File: src/rtl/operand_fetch_if.sv
// Bundle between decode/bank/forwarding sources (master) and the operand_fetch stage (slave).
interface operand_fetch_if #(
  parameter int DW  = 32,
  parameter int AW  = 6,
  parameter int SCW = 16
);
  logic          in_valid;
  logic          in_ready;
  logic [AW-1:0] in_rs;
  logic [AW-1:0] in_rt;
  logic [AW-1:0] in_rd;
  logic          in_use_rt;
  logic [DW-1:0] in_imm;
  logic          in_reg_write;
  logic          in_mem_read;
  logic [DW-1:0] rf_data1;
  logic [DW-1:0] rf_data2;
  logic          ex_valid;
  logic          ex_reg_write;
  logic          ex_mem_read;
  logic [AW-1:0] ex_rd;
  logic [DW-1:0] ex_result;
  logic          wb_write;
  logic [AW-1:0] wb_rd;
  logic [DW-1:0] wb_data;
  logic          flush;
  logic          out_valid;
  logic          out_ready;
  logic [DW-1:0] out_a;
  logic [DW-1:0] out_b;
  logic [DW-1:0] out_store_data;
  logic [AW-1:0] out_rd;
  logic          out_reg_write;
  logic          out_mem_read;
  logic [SCW-1:0] stall_count;

  modport master (
    output in_valid, in_rs, in_rt, in_rd, in_use_rt, in_imm, in_reg_write, in_mem_read,
    output rf_data1, rf_data2, ex_valid, ex_reg_write, ex_mem_read, ex_rd, ex_result,
    output wb_write, wb_rd, wb_data, flush, out_ready,
    input  in_ready, out_valid, out_a, out_b, out_store_data, out_rd, out_reg_write,
    input  out_mem_read, stall_count
  );

  modport slave (
    input  in_valid, in_rs, in_rt, in_rd, in_use_rt, in_imm, in_reg_write, in_mem_read,
    input  rf_data1, rf_data2, ex_valid, ex_reg_write, ex_mem_read, ex_rd, ex_result,
    input  wb_write, wb_rd, wb_data, flush, out_ready,
    output in_ready, out_valid, out_a, out_b, out_store_data, out_rd, out_reg_write,
    output out_mem_read, stall_count
  );
endinterface

File: src/rtl/operand_fetch.sv
// ID/EX operand stage: forwards EX/MEM and WB results, stalls on load-use, registers operands for the ALU.
module operand_fetch #(
  parameter int DW  = 32,
  parameter int AW  = 6,
  parameter int SCW = 16
) (
  input  logic            clock,
  input  logic            reset_n,
  operand_fetch_if.slave  bus
);

  logic           out_valid_q, out_valid_d;
  logic [DW-1:0]  out_a_q, out_a_d;
  logic [DW-1:0]  out_b_q, out_b_d;
  logic [DW-1:0]  out_store_q, out_store_d;
  logic [AW-1:0]  out_rd_q, out_rd_d;
  logic           out_reg_write_q, out_reg_write_d;
  logic           out_mem_read_q, out_mem_read_d;
  logic [SCW-1:0] stall_q, stall_d;

  logic          ex_fwd_ok;
  logic [DW-1:0] rs_val;
  logic [DW-1:0] rt_val;
  logic          load_in_out;
  logic          load_in_ex;
  logic          hazard;
  logic          advance;

  // EX results from a load are not yet available, so only ALU writes forward from EX.
  assign ex_fwd_ok = bus.ex_valid & bus.ex_reg_write & ~bus.ex_mem_read;

  always_comb begin
    rs_val = bus.rf_data1;
    if (ex_fwd_ok && (bus.ex_rd == bus.in_rs))
      rs_val = bus.ex_result;
    else if (bus.wb_write && (bus.wb_rd == bus.in_rs))
      rs_val = bus.wb_data;
  end

  always_comb begin
    rt_val = bus.rf_data2;
    if (ex_fwd_ok && (bus.ex_rd == bus.in_rt))
      rt_val = bus.ex_result;
    else if (bus.wb_write && (bus.wb_rd == bus.in_rt))
      rt_val = bus.wb_data;
  end

  assign load_in_out = out_valid_q & out_mem_read_q & out_reg_write_q &
                       ((out_rd_q == bus.in_rs) | (bus.in_use_rt & (out_rd_q == bus.in_rt)));
  assign load_in_ex  = bus.ex_valid & bus.ex_mem_read & bus.ex_reg_write &
                       ((bus.ex_rd == bus.in_rs) | (bus.in_use_rt & (bus.ex_rd == bus.in_rt)));
  assign hazard      = bus.in_valid & (load_in_out | load_in_ex);
  assign advance     = ~out_valid_q | bus.out_ready;

  assign bus.in_ready = advance & ~hazard & ~bus.flush;

  always_comb begin
    out_valid_d     = out_valid_q;
    out_a_d         = out_a_q;
    out_b_d         = out_b_q;
    out_store_d     = out_store_q;
    out_rd_d        = out_rd_q;
    out_reg_write_d = out_reg_write_q;
    out_mem_read_d  = out_mem_read_q;
    stall_d         = stall_q;
    if (bus.flush) begin
      out_valid_d = 1'b0;
    end else if (advance && hazard) begin
      out_valid_d = 1'b0;
      if (stall_q != {SCW{1'b1}})
        stall_d = stall_q + SCW'(1);
    end else if (advance && bus.in_valid) begin
      out_valid_d     = 1'b1;
      out_a_d         = rs_val;
      out_b_d         = bus.in_use_rt ? rt_val : bus.in_imm;
      out_store_d     = rt_val;
      out_rd_d        = bus.in_rd;
      out_reg_write_d = bus.in_reg_write;
      out_mem_read_d  = bus.in_mem_read;
    end else if (advance) begin
      out_valid_d = 1'b0;
    end
  end

  always_ff @(posedge clock or negedge reset_n) begin
    if (!reset_n) begin
      out_valid_q     <= 1'b0;
      out_a_q         <= '0;
      out_b_q         <= '0;
      out_store_q     <= '0;
      out_rd_q        <= '0;
      out_reg_write_q <= 1'b0;
      out_mem_read_q  <= 1'b0;
      stall_q         <= '0;
    end else begin
      out_valid_q     <= out_valid_d;
      out_a_q         <= out_a_d;
      out_b_q         <= out_b_d;
      out_store_q     <= out_store_d;
      out_rd_q        <= out_rd_d;
      out_reg_write_q <= out_reg_write_d;
      out_mem_read_q  <= out_mem_read_d;
      stall_q         <= stall_d;
    end
  end

  assign bus.out_valid      = out_valid_q;
  assign bus.out_a          = out_a_q;
  assign bus.out_b          = out_b_q;
  assign bus.out_store_data = out_store_q;
  assign bus.out_rd         = out_rd_q;
  assign bus.out_reg_write  = out_reg_write_q;
  assign bus.out_mem_read   = out_mem_read_q;
  assign bus.stall_count    = stall_q;

endmodule

File: src/flat_wrapper.sv
// flat-port wrapper written by rule: the top's interface ports become plain ports
module operand_fetch_flat 
#(
  parameter int DW  = 32,
  parameter int AW  = 6,
  parameter int SCW = 16
)
  (clock, reset_n, bus_in_valid, bus_in_rs, bus_in_rt, bus_in_rd, bus_in_use_rt, bus_in_imm, bus_in_reg_write, bus_in_mem_read, bus_rf_data1, bus_rf_data2, bus_ex_valid, bus_ex_reg_write, bus_ex_mem_read, bus_ex_rd, bus_ex_result, bus_wb_write, bus_wb_rd, bus_wb_data, bus_flush, bus_out_ready, bus_in_ready, bus_out_valid, bus_out_a, bus_out_b, bus_out_store_data, bus_out_rd, bus_out_reg_write, bus_out_mem_read, bus_stall_count);
  operand_fetch_if #(.DW(DW), .AW(AW), .SCW(SCW)) bus_i ();
  input  logic clock;
  input  logic reset_n;
  input wire logic [$bits(bus_i.in_valid)-1:0] bus_in_valid;
  input wire logic [$bits(bus_i.in_rs)-1:0] bus_in_rs;
  input wire logic [$bits(bus_i.in_rt)-1:0] bus_in_rt;
  input wire logic [$bits(bus_i.in_rd)-1:0] bus_in_rd;
  input wire logic [$bits(bus_i.in_use_rt)-1:0] bus_in_use_rt;
  input wire logic [$bits(bus_i.in_imm)-1:0] bus_in_imm;
  input wire logic [$bits(bus_i.in_reg_write)-1:0] bus_in_reg_write;
  input wire logic [$bits(bus_i.in_mem_read)-1:0] bus_in_mem_read;
  input wire logic [$bits(bus_i.rf_data1)-1:0] bus_rf_data1;
  input wire logic [$bits(bus_i.rf_data2)-1:0] bus_rf_data2;
  input wire logic [$bits(bus_i.ex_valid)-1:0] bus_ex_valid;
  input wire logic [$bits(bus_i.ex_reg_write)-1:0] bus_ex_reg_write;
  input wire logic [$bits(bus_i.ex_mem_read)-1:0] bus_ex_mem_read;
  input wire logic [$bits(bus_i.ex_rd)-1:0] bus_ex_rd;
  input wire logic [$bits(bus_i.ex_result)-1:0] bus_ex_result;
  input wire logic [$bits(bus_i.wb_write)-1:0] bus_wb_write;
  input wire logic [$bits(bus_i.wb_rd)-1:0] bus_wb_rd;
  input wire logic [$bits(bus_i.wb_data)-1:0] bus_wb_data;
  input wire logic [$bits(bus_i.flush)-1:0] bus_flush;
  input wire logic [$bits(bus_i.out_ready)-1:0] bus_out_ready;
  output wire logic [$bits(bus_i.in_ready)-1:0] bus_in_ready;
  output wire logic [$bits(bus_i.out_valid)-1:0] bus_out_valid;
  output wire logic [$bits(bus_i.out_a)-1:0] bus_out_a;
  output wire logic [$bits(bus_i.out_b)-1:0] bus_out_b;
  output wire logic [$bits(bus_i.out_store_data)-1:0] bus_out_store_data;
  output wire logic [$bits(bus_i.out_rd)-1:0] bus_out_rd;
  output wire logic [$bits(bus_i.out_reg_write)-1:0] bus_out_reg_write;
  output wire logic [$bits(bus_i.out_mem_read)-1:0] bus_out_mem_read;
  output wire logic [$bits(bus_i.stall_count)-1:0] bus_stall_count;
  assign bus_i.in_valid = bus_in_valid;
  assign bus_i.in_rs = bus_in_rs;
  assign bus_i.in_rt = bus_in_rt;
  assign bus_i.in_rd = bus_in_rd;
  assign bus_i.in_use_rt = bus_in_use_rt;
  assign bus_i.in_imm = bus_in_imm;
  assign bus_i.in_reg_write = bus_in_reg_write;
  assign bus_i.in_mem_read = bus_in_mem_read;
  assign bus_i.rf_data1 = bus_rf_data1;
  assign bus_i.rf_data2 = bus_rf_data2;
  assign bus_i.ex_valid = bus_ex_valid;
  assign bus_i.ex_reg_write = bus_ex_reg_write;
  assign bus_i.ex_mem_read = bus_ex_mem_read;
  assign bus_i.ex_rd = bus_ex_rd;
  assign bus_i.ex_result = bus_ex_result;
  assign bus_i.wb_write = bus_wb_write;
  assign bus_i.wb_rd = bus_wb_rd;
  assign bus_i.wb_data = bus_wb_data;
  assign bus_i.flush = bus_flush;
  assign bus_i.out_ready = bus_out_ready;
  assign bus_in_ready = bus_i.in_ready;
  assign bus_out_valid = bus_i.out_valid;
  assign bus_out_a = bus_i.out_a;
  assign bus_out_b = bus_i.out_b;
  assign bus_out_store_data = bus_i.out_store_data;
  assign bus_out_rd = bus_i.out_rd;
  assign bus_out_reg_write = bus_i.out_reg_write;
  assign bus_out_mem_read = bus_i.out_mem_read;
  assign bus_stall_count = bus_i.stall_count;
  operand_fetch #(.DW(DW), .AW(AW), .SCW(SCW)) u_core (.clock(clock), .reset_n(reset_n), .bus(bus_i));
endmodule
File: config.mk
export PLATFORM = sky130hd
export DESIGN_NAME = operand_fetch_flat
export DESIGN_NICKNAME = d
export VERILOG_FILES = /design/src/rtl/operand_fetch_if.sv /design/src/rtl/operand_fetch.sv /design/src/flat_wrapper.sv
export SDC_FILE = /design/constraint.sdc
export NUM_CORES = 1
export LEC_CHECK = 0
export BUFFER_PORTS_ARGS = -buffer_cell sky130_fd_sc_hd__buf_2
export CORE_MARGIN = 2
export CORE_UTILIZATION = 44
export CTS_BUF_LIST = sky130_fd_sc_hd__clkbuf_4
export DETAILED_ROUTE_END_ITERATION = 10
export HOLD_SLACK_MARGIN = 0.12
export PLACE_DENSITY = 0.8
export SLEW_MARGIN = 20
export SYNTH_ARGS = -nofsm -noshare
export SYNTH_HDL_FRONTEND = slang
export SYNTH_SLANG_ARGS = --single-unit
File: constraint.sdc
create_clock -name clock -period 2.4 [get_ports clock]
set_clock_uncertainty 0.2 [all_clocks]
set_input_delay 0.48 -clock clock [delete_from_list [all_inputs] [get_ports clock]]
set_output_delay 0.48 -clock clock [all_outputs]
set_load 0.05 [all_outputs]
Word-level counts from Yosys, hierarchy flattened
Index checks and enable logic that the tools add are counted.
W data, S select, Z words.

word-level totals
  bits in registers = 121
  bits of input ports = 202
  output and inout bits = 122
  logic and storage cells = 56

operators by class
  add/sub/neg operators = 1
  equal/unequal tests = 7
  multiplexer cells = 9
  bitwise logic cells = 22
  reduce and logical (&&, ||, !) cells = 9

operators with widths
  operator                 number
  $mux W32                 5
  $eq A6 B6 Y1             6
  $add A16 B1 Y16 const B  1
  $ne A16 B16 Y1 const B   1
  $and A1 B1 Y1            13
  $logic_and A1 B1 Y1      6
  $reduce_and A3 Y1        2
  $not A1 Y1               5
  $mux W1                  4
  $or A1 B1 Y1             4
  $reduce_bool A4 Y1       1

Depth between registers and ports, before layout
  word-level depth = 9
  mapped depth = 9
  gate-level depth less buffers = 8

Worst setup path before layout
OpenSTA, ideal clock, no wires.

  path kind = flip-flop to flip-flop
  start = register u_core.stall_q[0], in the netlist u_core.bus.stall_count[0]
  end = register u_core.stall_q[1], in the netlist u_core.bus.stall_count[1]
  library setup time = 0.125 ns
  data arrival time = 2.379 ns
  setup slack = -0.304 ns
  cell stages (with the launch flop) = 9
  path buffers = 1
  clock period less this slack = 2.704 ns
  path through = dfrtp_1 ha_1 and4_1 and3_1 a31oi_1 and3_1 nor2_1 buf_2 mux2_2

between the ends
  word-level cells in the longest chain between the ends = 2
  elaborated cells between the ends (all ways) = 3

RTL lines
  element                                                                  line                  RTL
  from (decl)                                                              operand_fetch.sv:19   logic [SCW-1:0] stall_q, stall_d;
  from (signal assigned)                                                   operand_fetch.sv:103  stall_q <= stall_d;
  parallel branches: the longest is 2 deep, another holds $add A16 B1 Y16  --

Parallel ways; which one is timed is not known.
A chain may end at the register's enable or synchronous reset.

Final worst setup path
  start = register u_core.out_rd_q[4], in the netlist u_core.bus.out_rd[4]
  end = output port bus_in_ready

between the ends
  word-level cells in the longest chain between the ends = 9
  elaborated cells between the ends (all ways) = 10

RTL lines
  element                       line                  RTL
  from (decl)                   operand_fetch.sv:16   logic [AW-1:0] out_rd_q, out_rd_d;
  from (signal assigned)        operand_fetch.sv:100  out_rd_q <= out_rd_d;
  $eq A6 B6 Y1                  operand_fetch.sv:49   ((out_rd_q == bus.in_rs) | (bus.in_use_rt & (out_rd_q == bus.in_rt)));
  $and A1 B1 Y1                 operand_fetch.sv:49
  $or A1 B1 Y1 *                operand_fetch.sv:49
  $and A1 B1 Y1 *               operand_fetch.sv:48   assign load_in_out = out_valid_q & out_mem_read_q & out_reg_write_q &
  $or A1 B1 Y1 *                operand_fetch.sv:52   assign hazard = bus.in_valid & (load_in_out | load_in_ex);
  $and A1 B1 Y1 *               operand_fetch.sv:52
  $not A1 Y1 *                  operand_fetch.sv:55   assign bus.in_ready = advance & ~hazard & ~bus.flush;
  $and A1 B1 Y1 * (2 in a row)  operand_fetch.sv:55
  to (decl)                     flat_wrapper.sv:32    output wire logic [$bits(bus_i.in_ready)-1:0] bus_in_ready;

Every way passes the cells marked *; elsewhere a longest branch is shown, timed or not.

==> metrics <==
CP Launch Point u_core.bus.out_rd[4]; EDFF count, synth 0; Area Overhead vs Synth 54.64%; Post-DP HPWL 16940 um; worst-case vdd ir drop 0.0005089 V; Starting Density 45.32%; part of the Yosys area used for sequential elements 43.79%; combinational family with the most area after synthesis multiplexers; crit path capture type output port; CTS H-Tree Depth 4; Clock Latency Late Sink 550 ps; Pwr Density 665.8 mW/mm^2; run status complete, but fails checks; fin util 70.09%; Seq cells post-synth 121; GRT Util Overall 29.62%; CP arrival 1950 ps; pin count of the biggest net entering global routing 59; Synth area leader dfrtp_1; initial antenna violation count 2; Routed Antenna Nets 0; normalized max-slew margin 60.02%; clock tree buffer depth 2; port buffer count 323; Worst Setup Start Kind flip-flop; period utilization 109.5%; yosys warns 0; dpl cells 1218; clk slew on worst S/H paths 130 ps; Setup violations, final 74; synthesized area per cell 10.17 sq um; shortest period the worst path allows 2628 ps; ratio of cells with drive above 1 in the final layout 46.75%; Worst Path Required 1720 ps; Num Clock Sinks 121; LEAKAGE 5.184 nW; pre-CTS WS -288.5 ps; DRT Wirelength 26170 um; XOR/XNOR share of the synthesized area 6.459%; Die Span Y 129.4 um; fmax 380.6 MHz; Power Total 7.120 mW; commonest non-fill, non-tap cell in the layout buf_2; Sum Neg Setup Slack -2327 ps; Least-Margin Pin Slew 597.0 ps; worst hold start bus_rf_data1[9]; Pins Over Slew Limit 0; vias 7320; Min Hold Slack 165.7 ps; post-synthesis async set-or-reset flop share 100.0%; Placeable Area 0.01526 sq mm; row cnt 45; Mapped Area 0.006915 sq mm; Vias/cell 5.406; CTS tree built; Post-Synth Adder-Cell Area 0.1809%; Final WS setup -227.7 ps; post-synthesis mux area share 24.41%; # DRC 0; DR iter-0 viols 607; Initial DRT Pass Iterations 5; most frequent cells in the layout buf_2, dfrtp_1, nand2_1; Hold Vio Cnt, Final 0; Post-Syn Nets 883; die area 0.01674 sq mm; dpl cell area 0.009146 sq mm; filler instances 1063; post-route cell area 0.01069 sq mm; grt ovf 0; Compound-Gate Fraction of Synth Area 8.413%; simple-gate share of the synthesized area 13.30%; Root Buffer clkbuf_4; Final Net Count 1330; library cells used by synthesis 33; RSZ-0062 raised after global routing yes; critical-path maximum fanout 2; largest cells by area after synthesis dfrtp_1, mux2_4, mux2i_1; Ports 324; critical path type flip-flop to output port; r2r startpoint u_core.bus.out_rd[4]; worst hold path class primary input to flip-flop; Routed WL per cell 19.33 um; failing checks setup timing; first-pass GRT wire length 37870 um; Synth Instances 680; Die Width 129.4 um; Yosys top cell area share 43.79%; most used flip-flop cell after synthesis dfrtp_1; routability cong. 0.9362; vias in the first global route 7413; TritonCTS buffer count 17; final instance count without filler cells 1354; MaxCap Viol Count 0
state kept, by name, indices dropped and copies added (netlist names):
signal / count
u_core.bus.out_a: 32
u_core.bus.out_b: 32
u_core.bus.out_mem_read: 1
u_core.bus.out_rd: 6
u_core.bus.out_reg_write: 1
u_core.bus.out_store_data: 32
u_core.bus.out_valid: 1
u_core.bus.stall_count: 16
logic make-up (layout without fill, tap and decap cells):
| group | Yosys count | count (layout) |
|---|---|---|
| simple gates | 220 | 220 |
| mux | 137 | 137 |
| flops | 121 | 121 |
| compound gates | 105 | 105 |
| xor+xnor | 51 | 51 |
| buf+inv | 45 | 505 |
| fa+ha+maj | 1 | 1 |
| other cells | 0 | 3 |
path summary, 6_finish.rpt:
check / end / depth (start not counted) / slack, ps
worst max-delay path: bus_in_ready / 7 / -230
worst max register to register: u_core.bus.out_store_data[0] / 10 / -60
worst min-delay path: u_core.bus.out_a[9] / 4 / 170
min in group asynchronous: u_core.bus.out_a[24] / 2 / 210
max in group asynchronous: u_core.bus.out_a[7] / 3 / 1120
worst min register to register: u_core.bus.stall_count[14] / 1 / 300
where the power goes:
| part | internal [mW] | total [mW] | switching (mW) |
|---|---|---|---|
| Combinational | 0.981 | 2.81 | 1.83 |
| Sequential | 2.36 | 2.59 | 0.231 |
| Clock | 0.829 | 1.72 | 0.888 |
Yosys cell counts, drive strengths merged, types with 2 or more instances:
library cell  count
a21oi            33
a31oi            33
and3              2
and4              2
buf              18
clkbuf           24
dfrtp           121
inv               3
mux2             73
mux2i            64
nand2           105
nand2b            2
nand3            12
nand4             7
nor2             77
nor3              7
nor4              4
o21ai            35
xnor2            27
xor2             24
layer usage:
layer	global-route usage [%]	wire length, um	part of all wire, %	vias up
met4	16.62	1293	4.9	0
li1	-	-	-	3256
met3	8.836	2329	8.9	108
met5	0	0	0	-
met1	33.62	9750	37	3458
met2	49.94	12800	49	498
worst max-delay path: stages (launching register included):
cell and delay, ps:
dfrtp_2 450, xnor2_1 160, nand4_1 160, o22ai_2 240, nand2_2 100, o21ai_2 70, nor2_2 70, buf_6 160
final cells by class:
class,instances,area (sq um),share of cell area (%)
flip-flops and latches,121,3034,28.37
clock inverters,15,200.2,1.872
clock buffers,17,127.6,1.193
inverters,3,11.26,0.1053
repair buffers,470,3211,30.02
well taps,211,264.0,2.469
diodes,3,7.507,0.07020
multi-input cells,514,3839,35.90
what timing repair did:
item	CTS	global route
hold buffers	75	2
gates cloned	0	5
buffers inserted	8	12
hold endpoints to repair	193	1
resized for setup	12	29
pin swaps	4	11
setup endpoints to repair	5	23
(Power assumes the default switching activity.)
